## src/rtl/pio_gen_pkg.sv

```systemverilog
// Shared constants for the parametrised Avalon-MM PIO peripheral.
// Latency: none (definitions only).
// Backpressure: none (definitions only).
package pio_gen_pkg;

  // Word addresses of the register map
  localparam logic [2:0] ADDR_DATA = 3'd0;
  localparam logic [2:0] ADDR_OUT  = 3'd1;
  localparam logic [2:0] ADDR_MASK = 3'd2;
  localparam logic [2:0] ADDR_EDGE = 3'd3;
  localparam logic [2:0] ADDR_SET  = 3'd4;
  localparam logic [2:0] ADDR_CLR  = 3'd5;
  localparam logic [2:0] ADDR_CFG  = 3'd6;
  localparam logic [2:0] ADDR_RSVD = 3'd7;

  // Edge-capture event selection
  localparam int EDGE_RISE = 0;
  localparam int EDGE_FALL = 1;
  localparam int EDGE_BOTH = 2;

  // Width of a counter that must reach n; at least one bit so a bypassed
  // debouncer still has a legal declaration.
  function automatic int cnt_width(input int n);
    return (n < 1) ? 1 : $clog2(n + 1);
  endfunction

endpackage

```

## src/rtl/pio_debounce.sv

```systemverilog
// One input bit: 2-FF synchroniser followed by a stability-counter debouncer.
// Latency: 2 cycles to the synchronised value, plus DEBOUNCE_CYCLES when debouncing.
// Backpressure: none; free-running on every clock.
module pio_debounce
  import pio_gen_pkg::*;
#(
  parameter int DEBOUNCE_CYCLES = 50000
) (
  input  logic clk,
  input  logic rst_n,
  input  logic pin,
  output logic level
);

  logic [1:0] sync_q;

  // Two-stage synchroniser for the asynchronous pin
  always_ff @(posedge clk or negedge rst_n) begin
    if (!rst_n) begin
      sync_q <= 2'b00;
    end else begin
      sync_q <= {sync_q[0], pin};
    end
  end

  generate
    if (DEBOUNCE_CYCLES == 0) begin : g_bypass
      assign level = sync_q[1];
    end else begin : g_count
      localparam int CW = cnt_width(DEBOUNCE_CYCLES);
      localparam logic [CW-1:0] LAST = CW'(DEBOUNCE_CYCLES - 1);

      logic [CW-1:0] cnt;
      logic          level_q;

      // Count consecutive cycles of disagreement; accept the new level on the
      // last one. Any agreement restarts the count, so glitches are dropped
      // and the counter never runs past LAST.
      always_ff @(posedge clk or negedge rst_n) begin
        if (!rst_n) begin
          cnt     <= '0;
          level_q <= 1'b0;
        end else if (sync_q[1] == level_q) begin
          cnt <= '0;
        end else if (cnt == LAST) begin
          cnt     <= '0;
          level_q <= sync_q[1];
        end else begin
          cnt <= cnt + CW'(1);
        end
      end

      assign level = level_q;
    end
  endgenerate

endmodule

```

## src/rtl/pio_gen_avalon.sv

```systemverilog
// General-purpose I/O with Avalon-MM slave: output register, debounced inputs, edge-capture IRQ.
// Latency: reads return 1 cycle after avs_read; writes take effect at the sampling edge.
// Backpressure: none; the slave never stalls (no waitrequest), every access completes.
module pio_gen_avalon
  import pio_gen_pkg::*;
#(
  parameter int             IN_W            = 8,
  parameter int             OUT_W           = 8,
  parameter int             DEBOUNCE_CYCLES = 50000,
  parameter int             EDGE_MODE       = 0,
  parameter logic [OUT_W-1:0] OUT_RESET     = '0
) (
  input  logic             clk_clk,
  input  logic             reset_reset_n,
  input  logic [2:0]       avs_address,
  input  logic             avs_read,
  input  logic             avs_write,
  input  logic [31:0]      avs_writedata,
  output logic [31:0]      avs_readdata,
  output logic             irq,
  input  logic [IN_W-1:0]  pio_in_export,
  output logic [OUT_W-1:0] pio_out_export
);

  logic [IN_W-1:0]  data;       // debounced inputs
  logic [IN_W-1:0]  prev;       // debounced inputs, one cycle old
  logic [IN_W-1:0]  event_hit;  // edge events this cycle
  logic [IN_W-1:0]  edge_clr;   // W1C bits from a write to EDGE
  logic [IN_W-1:0]  edge_q;
  logic [IN_W-1:0]  mask_q;
  logic [OUT_W-1:0] out_q;
  logic [31:0]      rd_mux;
  logic             unused_wdata;

  // Bits above IN_W/OUT_W are deliberately dropped on write
  assign unused_wdata = ^avs_writedata;

  for (genvar i = 0; i < IN_W; i++) begin : g_in
    pio_debounce #(
      .DEBOUNCE_CYCLES(DEBOUNCE_CYCLES)
    ) u_db (
      .clk  (clk_clk),
      .rst_n(reset_reset_n),
      .pin  (pio_in_export[i]),
      .level(data[i])
    );
  end

  // Per-bit event detection on the debounced value
  always_comb begin
    event_hit = '0;
    case (EDGE_MODE)
      EDGE_RISE: event_hit = data & ~prev;
      EDGE_FALL: event_hit = ~data & prev;
      EDGE_BOTH: event_hit = data ^ prev;
      default:   event_hit = data & ~prev;
    endcase
  end

  // Write-one-to-clear mask for EDGE, only on a write to that address
  always_comb begin
    edge_clr = '0;
    if (avs_write && (avs_address == ADDR_EDGE)) begin
      edge_clr = avs_writedata[IN_W-1:0];
    end
  end

  // Previous debounced value and edge capture; a new event beats a same-cycle clear
  always_ff @(posedge clk_clk or negedge reset_reset_n) begin
    if (!reset_reset_n) begin
      prev   <= '0;
      edge_q <= '0;
    end else begin
      prev   <= data;
      edge_q <= (edge_q & ~edge_clr) | event_hit;
    end
  end

  // Writable control registers: OUT (direct, set, clear) and IRQ_MASK
  always_ff @(posedge clk_clk or negedge reset_reset_n) begin
    if (!reset_reset_n) begin
      out_q  <= OUT_RESET;
      mask_q <= '0;
    end else if (avs_write) begin
      case (avs_address)
        ADDR_OUT:  out_q  <= avs_writedata[OUT_W-1:0];
        ADDR_SET:  out_q  <= out_q | avs_writedata[OUT_W-1:0];
        ADDR_CLR:  out_q  <= out_q & ~avs_writedata[OUT_W-1:0];
        ADDR_MASK: mask_q <= avs_writedata[IN_W-1:0];
        default:   ;
      endcase
    end
  end

  // Read mux; write-only and reserved addresses return zero
  always_comb begin
    rd_mux = '0;
    case (avs_address)
      ADDR_DATA: rd_mux = 32'(data);
      ADDR_OUT:  rd_mux = 32'(out_q);
      ADDR_MASK: rd_mux = 32'(mask_q);
      ADDR_EDGE: rd_mux = 32'(edge_q);
      ADDR_CFG:  rd_mux = {16'(IN_W), 16'(OUT_W)};
      default:   rd_mux = '0;
    endcase
  end

  // Registered read data; holds between reads and sees pre-write register state
  always_ff @(posedge clk_clk or negedge reset_reset_n) begin
    if (!reset_reset_n) begin
      avs_readdata <= '0;
    end else if (avs_read) begin
      avs_readdata <= rd_mux;
    end
  end

  assign irq            = |(edge_q & mask_q);
  assign pio_out_export = out_q;

endmodule

```

## config.mk

```make
export PLATFORM = sky130hd
export DESIGN_NAME = pio_gen_avalon
export DESIGN_NICKNAME = d
export VERILOG_FILES = /design/src/rtl/pio_gen_pkg.sv /design/src/rtl/pio_debounce.sv /design/src/rtl/pio_gen_avalon.sv
export SDC_FILE = /design/constraint.sdc
export NUM_CORES = 1
export LEC_CHECK = 0
export CAP_MARGIN = 40
export CORE_MARGIN = 1.5
export CORE_UTILIZATION = 52
export DETAILED_ROUTE_END_ITERATION = 7
export HOLD_SLACK_MARGIN = 0.12
export PLACE_DENSITY = 0.77
export SLEW_MARGIN = 20
export SYNTH_ARGS = -nofsm -noshare
export SYNTH_HDL_FRONTEND = slang
export SYNTH_SLANG_ARGS = --single-unit
```

## constraint.sdc

```tcl
create_clock -name clk_clk -period 1.6 [get_ports clk_clk]
set_input_delay 0.32 -clock clk_clk [delete_from_list [all_inputs] [get_ports clk_clk]]
set_output_delay 0.32 -clock clk_clk [all_outputs]
set_load 0.03 [all_outputs]
```

Word level (Yosys, flattened, before mapping)
Index checks and enable logic that the tools add are counted.
{"block": "word_totals", "in_bits": 47, "reg_bits": 216, "elab_cells": 109}
{"block": "classes", "muxes": 19, "n_eq_ne": 22, "n_reduce_logical": 14, "bitwise": 17, "n_addsub": 8}
{"op": "16-bit two-way mux", "n": 16}
{"op": "16-bit by 1-bit adder with 16-bit output (second input constant)", "n": 8}
{"op": "16-bit == test (second input constant)", "n": 8}
{"op": "20-bit case mux with 5 select lines", "n": 1}
{"op": "8-bit AND", "n": 4}
{"op": "8-bit inverter", "n": 3}
{"op": "8-bit case mux with 3 select lines", "n": 1}
{"op": "2-bit AND reduction", "n": 10}
{"op": "8-bit OR", "n": 2}
{"op": "3-bit == test (second input constant)", "n": 3}
{"op": "1-bit == test", "n": 8}
{"op": "8-bit two-way mux", "n": 1}
{"op": "1-bit inverter", "n": 8}
{"op": "8-bit OR reduction", "n": 1}
{"op": "3-bit by 2-bit == test with 1-bit output (second input constant)", "n": 2}
{"op": "3-bit by 1-bit == test with 1-bit output (second input constant)", "n": 1}
{"op": "3-bit logical NOT", "n": 1}
{"op": "3-bit nonzero test", "n": 1}
{"op": "1-bit logical AND", "n": 1}

Depth between registers and ports, before layout
Gate-level depths: netlist of run 1.
{"block": "depth", "depth_word": 6, "ltp_mapped": 5, "ltp_nobuf": 5}

By module
A second synthesis of run 1 with hierarchy kept.
{"block": "hier_totals", "cells_unflattened": 842, "hier_area_um2": 9213.8}
{"mod": "pio_debounce", "area_per_inst_um2": 895.9, "seq_area_each_um2": 475.5, "cells_each": 84, "n_inst": 8}
{"mod": "pio_gen_avalon", "area_per_inst_um2": 2047.0, "seq_area_each_um2": 1026.0, "cells_each": 170, "n_inst": 1}

Worst setup path before layout of run 1
No wires, ideal clock.
{"block": "synth_timing", "path_kind": "register -> register", "startpoint": "register g_in[5].u_db.g_count.cnt[11]", "endpoint": "register g_in[5].u_db.g_count.level_q", "path_stages_with_launch": 4, "arrival_ns": 1.646, "required_ns": 1.475, "slack_ns": -0.171, "path_cell_list": "dfrtp_1 > or3_4 > or4_4 > mux2_4"}
{"block": "synth_between", "elab_chain_cells": 2}
{"element": "from (decl)", "line_no": "pio_debounce.sv:33", "source": "logic [CW-1:0] cnt;"}
{"element": "from (signal assigned)", "line_no": "pio_debounce.sv:49", "source": "cnt <= cnt + CW'(1);"}
{"element": "16-bit == test", "line_no": "pio_debounce.sv:45", "source": "end else if (cnt == LAST) begin"}
{"element": "2-bit AND reduction (no source line)"}
{"element": "to (signal assigned)", "line_no": "pio_debounce.sv:47", "source": "level_q <= sync_q[1];"}
{"element": "to (decl)", "line_no": "pio_debounce.sv:34", "source": "logic level_q;"}
Every way passes these cells.
A chain may end at the register's enable or synchronous reset.

Worst setup path after layout of run 1
{"block": "layout_timing", "startpoint": "register g_in[6].u_db.g_count.cnt[1]", "endpoint": "register g_in[6].u_db.g_count.cnt[14]"}
{"block": "layout_between", "elab_chain_cells": 3, "word_cells_on_any_way": 4, "cone_classes": "add/sub (1); eq/ne (1); mux (2)"}
{"element": "from (decl)", "line_no": "pio_debounce.sv:33"}
{"element": "from (signal assigned)", "line_no": "pio_debounce.sv:49"}
{"element": "16-bit by 1-bit adder with 16-bit output or 16-bit == test (tied branches)", "line_no": "pio_debounce.sv:49, pio_debounce.sv:45"}
{"element": "16-bit two-way mux *", "line_no": "pio_debounce.sv:45"}
{"element": "16-bit two-way mux *", "line_no": "pio_debounce.sv:43", "source": "end else if (sync_q[1] == level_q) begin"}
Mark *: on every way between the ends. The rest lies on a longest branch, timed or not.

==> results of run 1 <==
## worst reg2reg max path: stages, from the launching register on
cell and delay (ns):
dfrtp_1 0.38, ha_1 0.22, nand3_2 0.24, nor4_1 0.56, xnor2_1 0.23, nor2_2 0.07
## power by group through the flow
| stage | combinational [mW] | clock [mW] | sequential, mW |
|---|---|---|---|
| 3_5_place_dp | 1.16 | 0 | 5.39 |
| 6_report | 1.32 | 4.01 | 5.32 |
| 3_3_place_gp | 1.13 | 0 | 5.38 |
| 5_1_grt | 1.43 | 4.26 | 5.34 |
| 2_1_floorplan | 0.547 | 0 | 5.46 |
| 4_1_cts | 1.20 | 4.11 | 5.29 |
## metal layers
metal	GRT usage	vias to the layer above	part of all wire
met5	0	-	0.00062
met4	0.0902	2	0.027
met3	0.0552	44	0.055
met2	0.375	195	0.50
met1	0.295	3417	0.41
li1	-	3230	-
## logic make-up (layout without fill, tap and decap cells)
family | after synthesis | in the layout
xor gates and xnor gates | 121 | 121
DFF | 193 | 193
AOI/OAI and AO/OA | 47 | 47
muxes | 24 | 24
adders and majority gates | 8 | 8
other | 1 | 24
and+or+nand+nor | 370 | 370
buffers and inverters | 89 | 266
## layout make-up
cell class | count | area share
Antenna cell | 1 | 0.000209
Clock buffer | 21 | 0.0384
Clock inverter | 10 | 0.00720
Inverter | 53 | 0.0166
Multi-Input combinational cell | 593 | 0.380
Sequential cell | 193 | 0.403
Tap cell | 220 | 0.0230
Timing Repair Buffer | 182 | 0.132
## how the worst max path moves through the flow
| stage | startpoint | to | slack [ns] | cells past startpoint |
|---|---|---|---|---|
| floorplan | g_in[5].u_db.g_count.cnt[5] | g_in[5].u_db.level | -0.04 | 4 |
| global placement | avs_address[0] | pio_out_export[5] | -0.30 | 5 |
| detailed placement | avs_address[0] | pio_out_export[3] | -0.35 | 5 |
| finish | g_in[6].u_db.g_count.cnt[1] | g_in[6].u_db.g_count.cnt[14] | -0.20 | 5 |
| global route | g_in[6].u_db.g_count.cnt[1] | g_in[6].u_db.g_count.cnt[14] | -0.30 | 5 |
| CTS | mask_q[2] | irq | -0.15 | 3 |
## through the flow
stage	power (mW)	cell area, um^2	TNS (ns)
floorplan	6.00	9210	-0.766
global placement	6.51	10600	-7.74
detailed placement	6.54	10600	-9.84
CTS	10.6	11300	-1.54
global route	11.0	12000	-15.68
finish	10.7	12000	-6.27
## cell usage in the layout (no fill, tap or decap), drive strengths merged, types with 24 or more instances in the layout
cell	netlist	final
nor4	40	40
buf	33	143
nor2	166	166
nor3	24	24
nand3	41	41
xnor2	105	105
dfrtp	193	193
inv	53	54
nand4	28	28
nand2	45	45
## flip-flops by register name, summed over array words and instances, names as in the netlist
signal                 cells
edge_q                     8
prev                       8
g_in.u_db.g_count.cnt    128
avs_readdata               9
g_in.u_db.level            8
pio_out_export             8
mask_q                     8
g_in.u_db.sync_q          16
## what timing repair did
action | in CTS | in global routing
hold buffers | 1 | 0
endpoints found under the hold margin | 193 | 0
gates cloned | 0 | 2
pin swaps | 24 | 67
buffers inserted | 6 | 11
resized for setup | 44 | 149
endpoints found under the setup margin | 68 | 134
==> out/summary.txt, run 1 <==
status -> finished with violations
failing checks -> setup timing
crit-path leading delay family -> simple AND/OR/NAND/NOR gates
hold path cells -> 1
Worst setup EP type -> flip-flop
Syn Inst Count -> 853
per-cell routed wire length -> 16.4 um
Area growth, synth to finish -> 32.9%
Cells after DPL -> 1221
clk_lat worst skew -> 0.44 ns
I/O Buffers -> 40
startpoint types -> flip-flop
Final Setup Violations -> 85
GRT Util Overall -> 0.229
Post-synth ARST share -> 1.00
clock slew at reported path FFs -> 0.07 ns
Synth area leader -> dfrtp_1
XOR/XNOR share of the synthesized area -> 0.117
H-tree lvl count -> 4
internal power -> 7.87 mW
Placer Congestion -> 0.826
Critical path buffers and inverters -> 0
global-route wire length before repair -> 32700 um
Post-synth EDFFs -> 0
Leakage -> 4.97 nW
NetSw -> 2.78 mW
Initial Util -> 0.538
period utilization -> 1.13
fin cells -> 1273
Placeable Area -> 16800 um^2
Final Slew Violations -> 0
sequential area share after synthesis -> 0.535
Die H -> 135 um
main combinational cell family by area after synthesis -> simple AND/OR/NAND/NOR gates
peak supply drop -> 0.970 mV
TritonCTS Buffers -> 17
worst path cell trace -> ha_1, nand3_2, nor4_1, xnor2_1, nor2_2
via count -> 6888
row cnt -> 47
compound-gate portion of the synthesized area -> 0.0516
Fin. Hold Viols -> 0
RR Startpoint -> g_in[6].u_db.g_count.cnt[1]
share of post-route cells with drive strength above 1 -> 0.321
most frequent cell after synthesis -> dfrtp_1
clock buffer depth -> 2
DR iter-0 viols -> 466
clock share of power -> 0.377
share of the synthesized area in the top cell type -> 0.535
Max Clock Skew -> 0.00979 ns
Routed WL -> 20900 um
sequential share of power -> 0.499
vias per cell -> 5.41
Worst Reg2Reg Path Length in Cells -> 5
Reg2Reg Setup Slack -> -0.20 ns
vias in the first global route -> 6767
Synth Flop Type -> dfrtp_1
Synth cell types -> 37
DRC viols -> 0
syn avg cell area -> 10.6 um^2
Setup WS post-layout -> -0.203 ns
Post-Synth Adder-Cell Area -> 0.0111
CTS tree -> yes
synth cell count leaders -> dfrtp_1, nor2_1, xnor2_1
Largest stage delay, worst path -> 0.55 ns
switch share -> 0.261
Worst-Margin Slew -> 0.620 ns
Synth Area in Simple Gates -> 0.196
CP arrival -> 2.12 ns
headroom to the max-slew limit -> 0.585
synth top area cells -> dfrtp_1, xnor2_1, nor2_1
pre-CTS setup slack -> -0.351 ns
hold_sp -> pio_in_export[7]
die width -> 135 um
yosys warns -> 0
Final HPWL DP -> 13200 um
Logic pwr share -> 0.124
Period minus WS final -> 1.80 ns
# clock sinks -> 193
Synth Cell Area -> 9020 um^2
# IOs -> 88
worst reg2reg endpoint -> g_in[6].u_db.g_count.cnt[14]
largest net degree at the start of global routing -> 68
Crit-path slowest cell -> nor4_1
Final nets -> 1095
Routed Antenna Nets -> 0
TritonRoute pass-1 iters -> 5
Worst Hold End -> g_in[7].u_db.sync_q[0]
#FFs+latches synth -> 193
mux contribution to synthesized area -> 0.0398
FF/Latch Area -> 4830 um^2
Hold Slack -> 0.313 ns
root buf cell -> clkbuf_16
peak fanout along the critical path -> 7
fillers -> 1105
initial antenna violation count -> 2
area of the multi-input gates -> 4550 um^2
global route total overflow -> 0
worst hold path type -> primary input to flip-flop
Worst Path Class, Setup -> flip-flop to flip-flop
max_cap viols -> 0
Pwr Density -> 889 nW/um^2
Max Fclk -> 555 MHz
full die area -> 18100 um^2
CP required -> 1.92 ns
RSZ-0062 raised after global routing -> yes
final core utilization -> 0.715
Power figures use the tool's default switching activity.
==> run 2, diff against run 1 <==
CORE_MARGIN = unset   (was 1.5)
RECOVER_POWER = 25   (was unset)
==> run 2 against run 1 <==
- the run still ends with setup timing left
- largest power group unchanged
- global-route usage decreased by 0.60 points
- flip-flop and latch count unchanged
- die area decreased by 1.5%
- critical path depth decreased by 2
- final cell count decreased by 0.55%
- register-to-register slack improved by 0.13 ns
- clock skew decreased by 0.0017 ns
- fmax increased by 6.8%
- combinational power decreased by 5%
- core utilization decreased by 1.3 points
- critical endpoint is now irq
- clock power increased by 15%
- power increased by 4.9%
==> out/summary.txt, run 2 (synthesis results as in run 1) <==
Area growth, synth to finish -> 30.6%
Fin. Hold Viols -> 0
TritonCTS Buffers -> 17
peak fanout along the critical path -> 2
Routed WL -> 19200 um
Worst Reg2Reg Path Length in Cells -> 5
per-cell routed wire length -> 15.2 um
full die area -> 17900 um^2
DR iter-0 viols -> 323
CP arrival -> 1.37 ns
row cnt -> 47
I/O Buffers -> 40
Reg2Reg Setup Slack -> -0.07 ns
Routed Antenna Nets -> 0
failing checks -> setup timing
Die H -> 134 um
hold path cells -> 0
max FFs per register -> 128
n_diodes -> 0
Final nets -> 1089
DRC viols -> 0
vias in the first global route -> 6597
Max Clock Skew -> 0.00808 ns
Leakage -> 4.99 nW
Period minus WS final -> 1.69 ns
Max Fclk -> 592 MHz
period utilization -> 1.06
GRT Util Overall -> 0.223
clock slew at reported path FFs -> 0.07 ns
Setup WS post-layout -> -0.0882 ns
global route total overflow -> 0
headroom to the max-slew limit -> 0.422
Final Slew Violations -> 0
H-tree lvl count -> 4
Final HPWL DP -> 12700 um
Final Setup Violations -> 96
RR Startpoint -> g_in[7].u_db.g_count.cnt[10]
share of post-route cells with drive strength above 1 -> 0.269
vias per cell -> 5.28
commonest non-fill, non-tap cell in the layout -> dfrtp_1
# clock sinks -> 193
RSZ-0062 raised after global routing -> yes
Worst Path Class, Setup -> flip-flop to output pin
root buf cell -> clkbuf_16
largest net degree at the start of global routing -> 46
CP required -> 1.28 ns
CTS tree -> yes
Tot Pwr -> 11.2 mW
Placeable Area -> 16800 um^2
Placer Congestion -> 0.794
TritonRoute pass-1 iters -> 5
global-route wire length before repair -> 31400 um
status -> finished with violations
worst reg2reg endpoint -> g_in[7].u_db.g_count.cnt[15]
# IOs -> 88
Pwr Density -> 950 nW/um^2
peak supply drop -> 0.915 mV
Worst Hold End -> g_in[1].u_db.sync_q[1]
worst hold path type -> flip-flop to flip-flop
Top reg by flops -> g_in.u_db.g_count.cnt
pre-CTS setup slack -> -0.328 ns
die width -> 134 um
max_cap viols -> 0
startpoint types -> flip-flop
Worst-Margin Slew -> 0.866 ns
Initial Util -> 0.538
via count -> 6683
clock buffer depth -> 2
largest registers -> g_in.u_db.g_count.cnt x128, g_in.u_db.sync_q x16, avs_readdata x9
commonest cells after routing, fill and taps aside -> dfrtp_1, nor2_1, buf_4, xnor2_1, inv_1
Worst setup EP type -> output pin
hold_sp -> g_in[1].u_db.sync_q[0]
clk_lat worst skew -> 0.44 ns
initial antenna violation count -> 1
final core utilization -> 0.703
-- run 2: layout make-up --
class / instances / area [um^2]
sequential: 193 / 4830
clock inverter: 13 / 210
clock buffer: 18 / 429
fill: 1136 / 4980
tap: 220 / 275
timing repair buffer: 176 / 1540
inverter: 53 / 199
multi-input combinational: 593 / 4300
-- run 2: worst max-delay path by stage --
stage,startpoint,to,cells past startpoint
floorplan,g_in[5].u_db.g_count.cnt[5],g_in[5].u_db.level,4
CTS,edge_q[1],irq,3
detailed placement,avs_address[0],pio_out_export[7],5
finish,mask_q[7],irq,3
global route,mask_q[4],irq,3
global placement,avs_address[0],pio_out_export[5],5
-- run 2: critical path: stages (launching register included) --
cell     delay [ns]
dfrtp_1        0.39
a22oi_1        0.19
nand4_1        0.17
buf_6          0.18
-- run 2: per-layer routing --
| metal | vias up | GRT usage | wire length [um] |
|---|---|---|---|
| met5 | - | 0 | 0 |
| met2 | 130 | 0.361 | 9600 |
| li1 | 3216 | - | - |
| met3 | 24 | 0.0556 | 928 |
| met4 | 0 | 0.0739 | 267 |
| met1 | 3313 | 0.293 | 8410 |
-- run 2: what timing repair did --
item,CTS,global route
hold buffers,1,0
hold endpoints to repair,164,0
gates resized for setup,35,76
setup buffers,3,12
endpoints found under the setup margin,98,133
gates cloned,0,0
pin swaps,10,39
-- run 2: report_power, final --
| part | switching (mW) | internal, mW | leakage (nW) |
|---|---|---|---|
| Sequential | 0.198 | 5.10 | 2.59 |
| Combinational | 0.715 | 0.539 | 2.09 |
| Clock | 1.86 | 2.78 | 0.312 |
| Total | 2.77 | 8.41 | 4.99 |
-- run 2: per-stage QoR --
stage	instances	area (um^2)	TNS [ns]	hold slack [ns]
after detailed placement	1219	10700	-8.20	0.243
final	1266	11800	-2.82	0.351
after floorplan	875	9210	-0.766	0.0244
after global placement	1219	10700	-7.13	0.244
after CTS	1254	11400	-2.09	0.305
after global routing	1266	11800	-12.62	0.367
